==> config.mk <==
export PLATFORM = sky130hd
export DESIGN_NAME = baseball_play_ctrl
export DESIGN_NICKNAME = d
export VERILOG_FILES = /design/src/rtl/baseball_pkg.sv /design/src/rtl/baseball_btn_sync.sv /design/src/rtl/baseball_play_ctrl.sv
export SDC_FILE = /design/constraint.sdc
export NUM_CORES = 1
export LEC_CHECK = 0
export CAP_MARGIN = 20
export CORE_MARGIN = 4
export CORE_UTILIZATION = 45
export DETAILED_ROUTE_END_ITERATION = 8
export GPL_TIMING_DRIVEN = 1
export PLACE_DENSITY = 0.69
export REMOVE_ABC_BUFFERS = 1
export SYNTH_ARGS = -nofsm -noshare
export SYNTH_HDL_FRONTEND = slang
export SYNTH_SLANG_ARGS = --single-unit
==> constraint.sdc <==
create_clock -name clk -period 2.2 [get_ports clk]
set_input_delay 0.44 -clock clk [delete_from_list [all_inputs] [get_ports clk]]
set_output_delay 0.44 -clock clk [all_outputs]
set_load 0.02 [all_outputs]
==> src/rtl/baseball_pkg.sv <==
// Shared encodings for the baseball play controller: button events, base bit
// positions, run pulse codes, team identifiers and FSM states.
package baseball_pkg;

  typedef enum logic [2:0] {
    EV_NONE,
    EV_SINGLE,
    EV_DOUBLE,
    EV_TRIPLE,
    EV_HOMER,
    EV_OUT
  } event_e;

  typedef enum logic {
    ST_PLAY,
    ST_GAME_OVER
  } state_e;

  localparam int unsigned BASE_1ST = 2;
  localparam int unsigned BASE_2ND = 1;
  localparam int unsigned BASE_3RD = 0;

  localparam logic [3:0] RUN_NONE = 4'b0000;
  localparam logic [3:0] RUN1     = 4'b0001;
  localparam logic [3:0] RUN2     = 4'b0010;
  localparam logic [3:0] RUN3     = 4'b0100;
  localparam logic [3:0] RUN4     = 4'b1000;

  localparam logic TEAM_VISITOR = 1'b0;
  localparam logic TEAM_HOME    = 1'b1;

  localparam int unsigned DEF_MAX_OUTS = 3;

  typedef struct packed {
    logic [2:0] base;
    logic [2:0] runs;
  } advance_t;

  function automatic logic [3:0] run_onehot(input logic [2:0] runs);
    logic [3:0] code;
    code = RUN_NONE;
    case (runs)
      3'd1:    code = RUN1;
      3'd2:    code = RUN2;
      3'd3:    code = RUN3;
      3'd4:    code = RUN4;
      default: code = RUN_NONE;
    endcase
    return code;
  endfunction

endpackage

==> src/rtl/baseball_btn_sync.sv <==
// Two-flop synchroniser followed by a rising-edge detector for one
// asynchronous, externally debounced push-button.
module baseball_btn_sync (
  input  logic clk,
  input  logic reset_n,
  input  logic btn,
  output logic pulse
);

  logic sync1;
  logic sync2;
  logic prev;

  always_ff @(posedge clk or negedge reset_n) begin
    if (!reset_n) begin
      sync1 <= 1'b0;
      sync2 <= 1'b0;
      prev  <= 1'b0;
    end else begin
      sync1 <= btn;
      sync2 <= sync1;
      prev  <= sync2;
    end
  end

  assign pulse = sync2 & ~prev;

endmodule

==> src/rtl/baseball_play_ctrl.sv <==
// Game-state controller: turns operator button events into runner advancement,
// run pulses, out counting, half-inning changes and the inning count.
module baseball_play_ctrl
  import baseball_pkg::*;
#(
  parameter int unsigned INNINGS  = 9,
  parameter int unsigned MAX_OUTS = DEF_MAX_OUTS
) (
  input  logic       clk,
  input  logic       reset_n,
  input  logic       btn_single,
  input  logic       btn_double,
  input  logic       btn_triple,
  input  logic       btn_homer,
  input  logic       btn_out,
  output logic       team,
  output logic [2:0] base,
  output logic [3:0] add_to_score,
  output logic [1:0] outs,
  output logic [3:0] inning,
  output logic       game_over
);

  localparam logic [1:0] LAST_OUT    = 2'(MAX_OUTS - 1);
  localparam logic [3:0] LAST_INNING = 4'(INNINGS);

  logic [4:0] btn_raw;
  logic [4:0] btn_evt;
  event_e     ev;

  state_e     state, state_nx;
  logic       team_nx;
  logic [2:0] base_nx;
  logic [3:0] add_nx;
  logic [1:0] outs_nx;
  logic [3:0] inning_nx;
  advance_t   adv;

  assign btn_raw = {btn_out, btn_homer, btn_triple, btn_double, btn_single};

  for (genvar i = 0; i < 5; i++) begin : g_sync
    baseball_btn_sync u_sync (
      .clk    (clk),
      .reset_n(reset_n),
      .btn    (btn_raw[i]),
      .pulse  (btn_evt[i])
    );
  end

  // Only a lone event is honoured; any coincident pair collapses to EV_NONE.
  always_comb begin
    ev = EV_NONE;
    case (btn_evt)
      5'b00001: ev = EV_SINGLE;
      5'b00010: ev = EV_DOUBLE;
      5'b00100: ev = EV_TRIPLE;
      5'b01000: ev = EV_HOMER;
      5'b10000: ev = EV_OUT;
      default:  ev = EV_NONE;
    endcase
  end

  function automatic advance_t advance(input event_e e, input logic [2:0] b);
    advance_t   a;
    logic [2:0] r1, r2, r3;
    r1     = {2'b00, b[BASE_1ST]};
    r2     = {2'b00, b[BASE_2ND]};
    r3     = {2'b00, b[BASE_3RD]};
    a.base = b;
    a.runs = '0;
    case (e)
      EV_SINGLE: begin
        a.runs           = r3;
        a.base[BASE_3RD] = b[BASE_2ND];
        a.base[BASE_2ND] = b[BASE_1ST];
        a.base[BASE_1ST] = 1'b1;
      end
      EV_DOUBLE: begin
        a.runs           = r2 + r3;
        a.base[BASE_3RD] = b[BASE_1ST];
        a.base[BASE_2ND] = 1'b1;
        a.base[BASE_1ST] = 1'b0;
      end
      EV_TRIPLE: begin
        a.runs = r1 + r2 + r3;
        a.base = 3'b000;
        a.base[BASE_3RD] = 1'b1;
      end
      EV_HOMER: begin
        a.runs = r1 + r2 + r3 + 3'd1;
        a.base = 3'b000;
      end
      default: begin
        a.runs = '0;
        a.base = b;
      end
    endcase
    return a;
  endfunction

  always_ff @(posedge clk or negedge reset_n) begin
    if (!reset_n) begin
      state        <= ST_PLAY;
      team         <= TEAM_VISITOR;
      base         <= '0;
      add_to_score <= '0;
      outs         <= '0;
      inning       <= 4'd1;
    end else begin
      state        <= state_nx;
      team         <= team_nx;
      base         <= base_nx;
      add_to_score <= add_nx;
      outs         <= outs_nx;
      inning       <= inning_nx;
    end
  end

  always_comb begin
    state_nx  = state;
    team_nx   = team;
    base_nx   = base;
    add_nx    = '0;
    outs_nx   = outs;
    inning_nx = inning;
    adv       = advance(ev, base);

    case (state)
      ST_PLAY: begin
        if (ev == EV_OUT) begin
          if (outs < LAST_OUT) begin
            outs_nx = outs + 2'd1;
          end else begin
            outs_nx = '0;
            base_nx = '0;
            // The final bottom half ends the game with the home side still shown.
            if (team == TEAM_HOME && inning >= LAST_INNING) begin
              state_nx = ST_GAME_OVER;
            end else begin
              team_nx = ~team;
              if (team == TEAM_HOME) begin
                inning_nx = inning + 4'd1;
              end
            end
          end
        end else if (ev != EV_NONE) begin
          base_nx = adv.base;
          add_nx  = run_onehot(adv.runs);
        end
      end
      ST_GAME_OVER: begin
        state_nx = ST_GAME_OVER;
      end
      default: begin
        state_nx = ST_PLAY;
      end
    endcase
  end

  assign game_over = (state == ST_GAME_OVER);

endmodule

==> Word-level counts from Yosys, hierarchy flattened <==
Cells that the tools add are included.
{ "word_totals": {"in_bits": 7, "ff_bits": 30, "output_inout_bits": 15} }
{ "classes": {"reduce_logical": 8, "n_lt_le_gt_ge": 2, "eq_ne": 15, "n_addsub": 6, "muxes": 14, "bitwise": 14} }
{ "op_table": {"columns": ["op", "n"], "rows": [
  ["case mux 6 bit (4 select lines)", 1],
  ["case mux 4 bit (4 select lines)", 1],
  ["case mux 3 bit (5 select lines)", 1],
  ["equality test 3 x 2 -> 1 bit, second input constant", 4],
  ["2-to-1 mux 4 bit", 3],
  ["equality test 3 bit, second input constant", 3],
  ["2-to-1 mux 3 bit", 3],
  ["NOT 1 bit", 9],
  ["AND reduction 4 bit", 2],
  ["equality test 3 x 1 -> 1 bit, second input constant", 2],
  ["bitwise AND 1 bit", 5],
  ["equality test 5 x 1 -> 1 bit, second input constant", 1],
  ["equality test 5 x 2 -> 1 bit, second input constant", 1],
  ["equality test 5 x 3 -> 1 bit, second input constant", 1],
  ["equality test 5 x 4 -> 1 bit, second input constant", 1],
  ["equality test 5 bit, second input constant", 1],
  ["AND reduction 5 bit", 1],
  ["nonzero test 5 bit", 1],
  ["adder 1 x 1 -> 2 bit", 2],
  ["adder 4 x 1 -> 4 bit, second input constant", 1],
  ["greater-or-equal comparator 4 bit, second input constant", 1],
  ["adder 2 x 1 -> 3 bit", 1],
  ["adder 3 x 1 -> 3 bit, second input constant", 1],
  ["2-to-1 mux 1 bit", 3],
  ["9 further kinds", 9]
]} }

==> Longest topological paths before layout <==
{ "depth": {"word_depth": 11, "ltp_mapped": 7} }

==> Hierarchy <==
Synthesis repeated with hierarchy kept, for this count alone.
{ "unflattened": {"hier_cells": 115, "area_unflattened_um2": 1426.4} }
{ "modules_own_cells": {"columns": ["mod", "instances", "cells_each", "area_per_inst_um2"], "rows": [
  ["baseball_play_ctrl", 1, 95, 982.2],
  ["baseball_btn_sync", 5, 4, 88.8]
]} }

==> Worst setup path before layout <==
No wires, ideal clock.
{ "synth_path": {"path_kind": "reg-to-reg", "from": "register base[0]", "to": "register add_to_score[3]", "arrival_time_ps": 1770, "t_required_ps": 2080, "setup_slack_ps": 311, "synth_period_minus_slack_ps": 1889, "path_stages_with_launch": 7, "path_buffers": 0, "setup_ps": 120, "cell_sequence": "dfrtp_1 -> fa_1 -> ha_1 -> nand3_1 -> a21oi_1 -> nor2_1 -> and3_1"} }
{ "synth_between": {"elab_chain_cells": 8, "elab_cells_between_ends": 12} }
{ "synth_lines": {"columns": ["element", "line", "rtl"], "rows": [
  ["start, declared", "baseball_play_ctrl.sv:17", "output logic [2:0] base,"],
  ["start signal, assigned", "baseball_play_ctrl.sv:112", "base <= base_nx;"],
  ["adder 2 x 1 -> 3 bit", "baseball_play_ctrl.sv:85, baseball_play_ctrl.sv:90", null],
  ["adder 3 x 1 -> 3 bit", "baseball_play_ctrl.sv:90", "a.runs = r1 + r2 + r3 + 3'd1;"],
  ["case mux 6 bit (4 select lines) (*)", "baseball_play_ctrl.sv:71", "case (e)"],
  ["equality test 3 bit, or another cell as far along", "baseball_pkg.sv:42", "case (runs)"],
  ["case mux 4 bit (4 select lines) (*)", "baseball_pkg.sv:42", null],
  ["2-to-1 mux 4 bit (*)", "baseball_play_ctrl.sv:146", "end else if (ev != EV_NONE) begin"],
  ["2-to-1 mux 4 bit (*)", "baseball_play_ctrl.sv:130", "if (ev == EV_OUT) begin"],
  ["2-to-1 mux 4 bit (*)", "baseball_play_ctrl.sv:128", "case (state)"],
  ["via add_nx[3]", "baseball_play_ctrl.sv:34", "logic [3:0] add_nx;"],
  ["end signal, assigned", "baseball_play_ctrl.sv:113", "add_to_score <= add_nx;"],
  ["end, declared", "baseball_play_ctrl.sv:18", "output logic [3:0] add_to_score,"]
]} }
The timed path passes the listed nets; every way through them passes the cells marked *.
A chain may end at the register's enable or synchronous reset.

==> Worst setup path after layout <==
{ "layout_path": {"from": "register inning[0]", "to": "output inning[0]"} }
{ "layout_rtl": {"columns": ["element", "line", "rtl"], "rows": [
  ["start, declared", "baseball_play_ctrl.sv:20", "output logic [3:0] inning,"],
  ["start signal, assigned", "baseball_play_ctrl.sv:115", "inning <= inning_nx;"]
]} }
No word-level cell between the ends.

==> impl_results.md <==
* Slew HR at 74.5%
* Post-synthesis cell area at about 0.0013 mm2
* Post-synthesis cell type count at 36
* Setup TNS at 0 ns
* ANT cells at 0
* Via Count at 962
* RSZ-0062 raised after global routing: no
* Port bufs at 21
* DIE WIDTH at 62.3 um
* Crit path largest cell delay at ~0.6 ns
* Top post-synthesis cells by area: dfrtp_1 55%, ha_1 4.7%, nor2_1 3.7%
* Routed Antenna Nets at 0
* First-pass GRT wire length at 4400 um
* P&R area growth vs syn at 27.7%
* Final Slew Violations at 0
* Via/cell ratio at between 5 and 6
* Starting Density at a little under half
* CTS tree: done
* Critical Path Fanout Max at 5
* Hold Startpoint: g_sync[4].u_sync.sync1
* WP data required at between 1.5 and 2 ns
* Critical path cell sequence: clkdlybuf4s50_1
* Rows at 19
* Sequential area share after synthesis at between 50% and 60%
* Most frequent cells in the layout: 29 x dfrtp_1, 21 x clkdlybuf4s50_1, 13 x nor2_1, 9 x nand2_1
* Nets at 155
* Worst slew pin tran at 0.379 ns
* Leak at about 0.00075 uW
* H-tree levels at 2
* Post-synth ARST share at 100%
* Largest net degree at the start of global routing at 31
* Mean routed wirelength per cell at 13.5 um
* Post-synth EDFFs at 0
* Share of cells above drive strength 1 at 13.3%
* Synth area leader: dfrtp_1
* Clock Path Buffers at 2
* Boundary Pins at 22
* Worst clock skew at 0.0123 ns
* Min Tclk post-route at 1.96 ns
* R2R cell count at 6
* Prevailing post-synth register cell: dfrtp_1
* Routed WL at about 2300 um
* Top Family by Delay on Critical Path: buffers and inverters
* Syn Area/Cell at 11.7 um2
* WP data arrival at 1.52 ns
* Outcome: finished, final reports clean
* Type of the worst setup path: flop to primary output
* Die Y at 62.3 um
* Hold Path Class: flop to flop
* Achievable frequency at 511 MHz
* # resized after CTS at 0
* Antenna violations before repair at 0
* Final count of hold timing violations at 0
* Reg2Reg Setup Slack at ~0.25 ns
* TritonCTS buffer count at 5
* Post-cts hold buffer count at 0
* Remaining DRCs at 0
* Ys Warns at 0
* Finish-stage setup viols at 0
* Most common cell after layout, fill and taps aside: dfrtp_1
* Critical Path Sink Type: primary output
* Syn Inst Count at between 100 and 150
* Endpoint, Worst Hold: g_sync[4].u_sync.sync2
* 1st-pass router iterations at 4
* Post-CTS Setup Bufs at 0
* Overall power at 1670 uW
* CP max-delay cell: clkdlybuf4s50_1
* Clk sinks at 30
* Final Non-Filler Cells at 174
* Critical Path Start Type: flop
* Reg2Reg Launch Point: base[0]
* Worst vdd ir at 0.891 mV
* Count of buffer and inverter cells on the critical path at 1
* Area share of the largest cell type after synthesis at around 55%
* Congestion Overflow GR at 0
* Clk Latency, worst-skew pair at 0.33 ns
* Core area at 0.00278 mm2
* Clock Tree Root: clkbuf_4
* DRT iter0 DRCs at 31
* PwrDens at 983 mW/mm2
* Seq cells post-synth at 30
* Fin crit share at 88.9%
* Clock slew seen by the registers of the worst setup and hold paths at 0.09 ns
* RR Endpoint: add_to_score[2]
* DP HPWL at 1760 um
* GRT Total Usage at 14.1%
* DP Cell Count at 166
* Vias in the first global route at between 1000 and 1500
* Max-cap viol count at 0
* Die Area at 0.00388 mm2
* Routability cong. at 0.909
* WHS Path Cells at 0
==> synth_stat cells (all sizes together), types with 3 or more instances <==
| cell | instances |
|---|---|
| o21ai | 4 |
| nand3 | 6 |
| nand2b | 3 |
| ha | 5 |
| dfrtp | 29 |
| a21oi | 4 |
| nand2 | 9 |
| xnor2 | 4 |
| inv | 4 |
| nor2 | 13 |
| nor2b | 4 |
| nor3 | 4 |
==> state kept, by name, summed over array words and instances, names as in the netlist <==
name	cells
g_sync.u_sync.prev	5
inning	4
g_sync.u_sync.sync2	5
team	1
game_over	1
outs	2
base	3
g_sync.u_sync.sync1	5
add_to_score	4
==> cell type report <==
| cell class | instances | area, um2 |
|---|---|---|
| repair buffers | 22 | 218 |
| well taps | 31 | 38.8 |
| multi-input cells | 79 | 561 |
| flip-flops and latches | 30 | 752 |
| inverters | 4 | 15.0 |
| clock inverters | 2 | 60.1 |
| fillers | 220 | 1090 |
| clock buffers | 6 | 51.3 |
==> metal layers <==
| metal | up-vias | global-route usage (%) | part of all wire, % |
|---|---|---|---|
| met2 | 42 | 21.5 | 47 |
| met5 | - | 0 | 0 |
| met3 | 11 | 5.77 | 8.9 |
| met1 | 456 | 17.3 | 41 |
| li1 | 453 | - | - |
| met4 | 0 | 6.90 | 3.1 |
==> where the power goes <==
| part | total [uW] | internal, uW | switching [uW] | leakage, uW |
|---|---|---|---|---|
| logic | 403 | 188 | 215 | 0.000316 |
| registers | 690 | 622 | 67.4 | 0.000373 |
| clock network | 573 | 385 | 188 | 0.0000585 |
| total | 1670 | 1200 | 471 | 0.000748 |
==> per-stage QoR <==
step	setup WS (ns)	utilization [%]	hold slack, ns	area [um2]
2_1_floorplan	0.311	-	0.144	1330
3_3_place_gp	0.346	57.0	0.334	1580
3_5_place_dp	0.282	57.0	0.335	1580
4_1_cts	0.221	61.0	0.356	1700
5_1_grt	0.130	61.0	0.370	1700
6_report	0.244	61.0	0.354	1700
==> worst max path at each step <==
stage / end / start / cells after the start
finish: inning[0] / inning[0] / 1
global route: add_to_score[2] / base[0] / 6
CTS: inning[0] / inning[0] / 1
detailed placement: add_to_score[2] / base[0] / 6
global placement: add_to_score[3] / base[0] / 6
floorplan: add_to_score[3] / base[0] / 6
==> logic make-up after synthesis <==
logic type / count (synthesis) / synth area share, %
flops: 30 / 56.6
mux: 2 / 1.60
xor+xnor: 4 / 2.64
fa+ha+maj: 6 / 6.22
buf+inv: 4 / 1.13
simple gates: 49 / 22.2
compound gates: 18 / 9.61
Note: power is estimated with default switching activity, not from simulation.
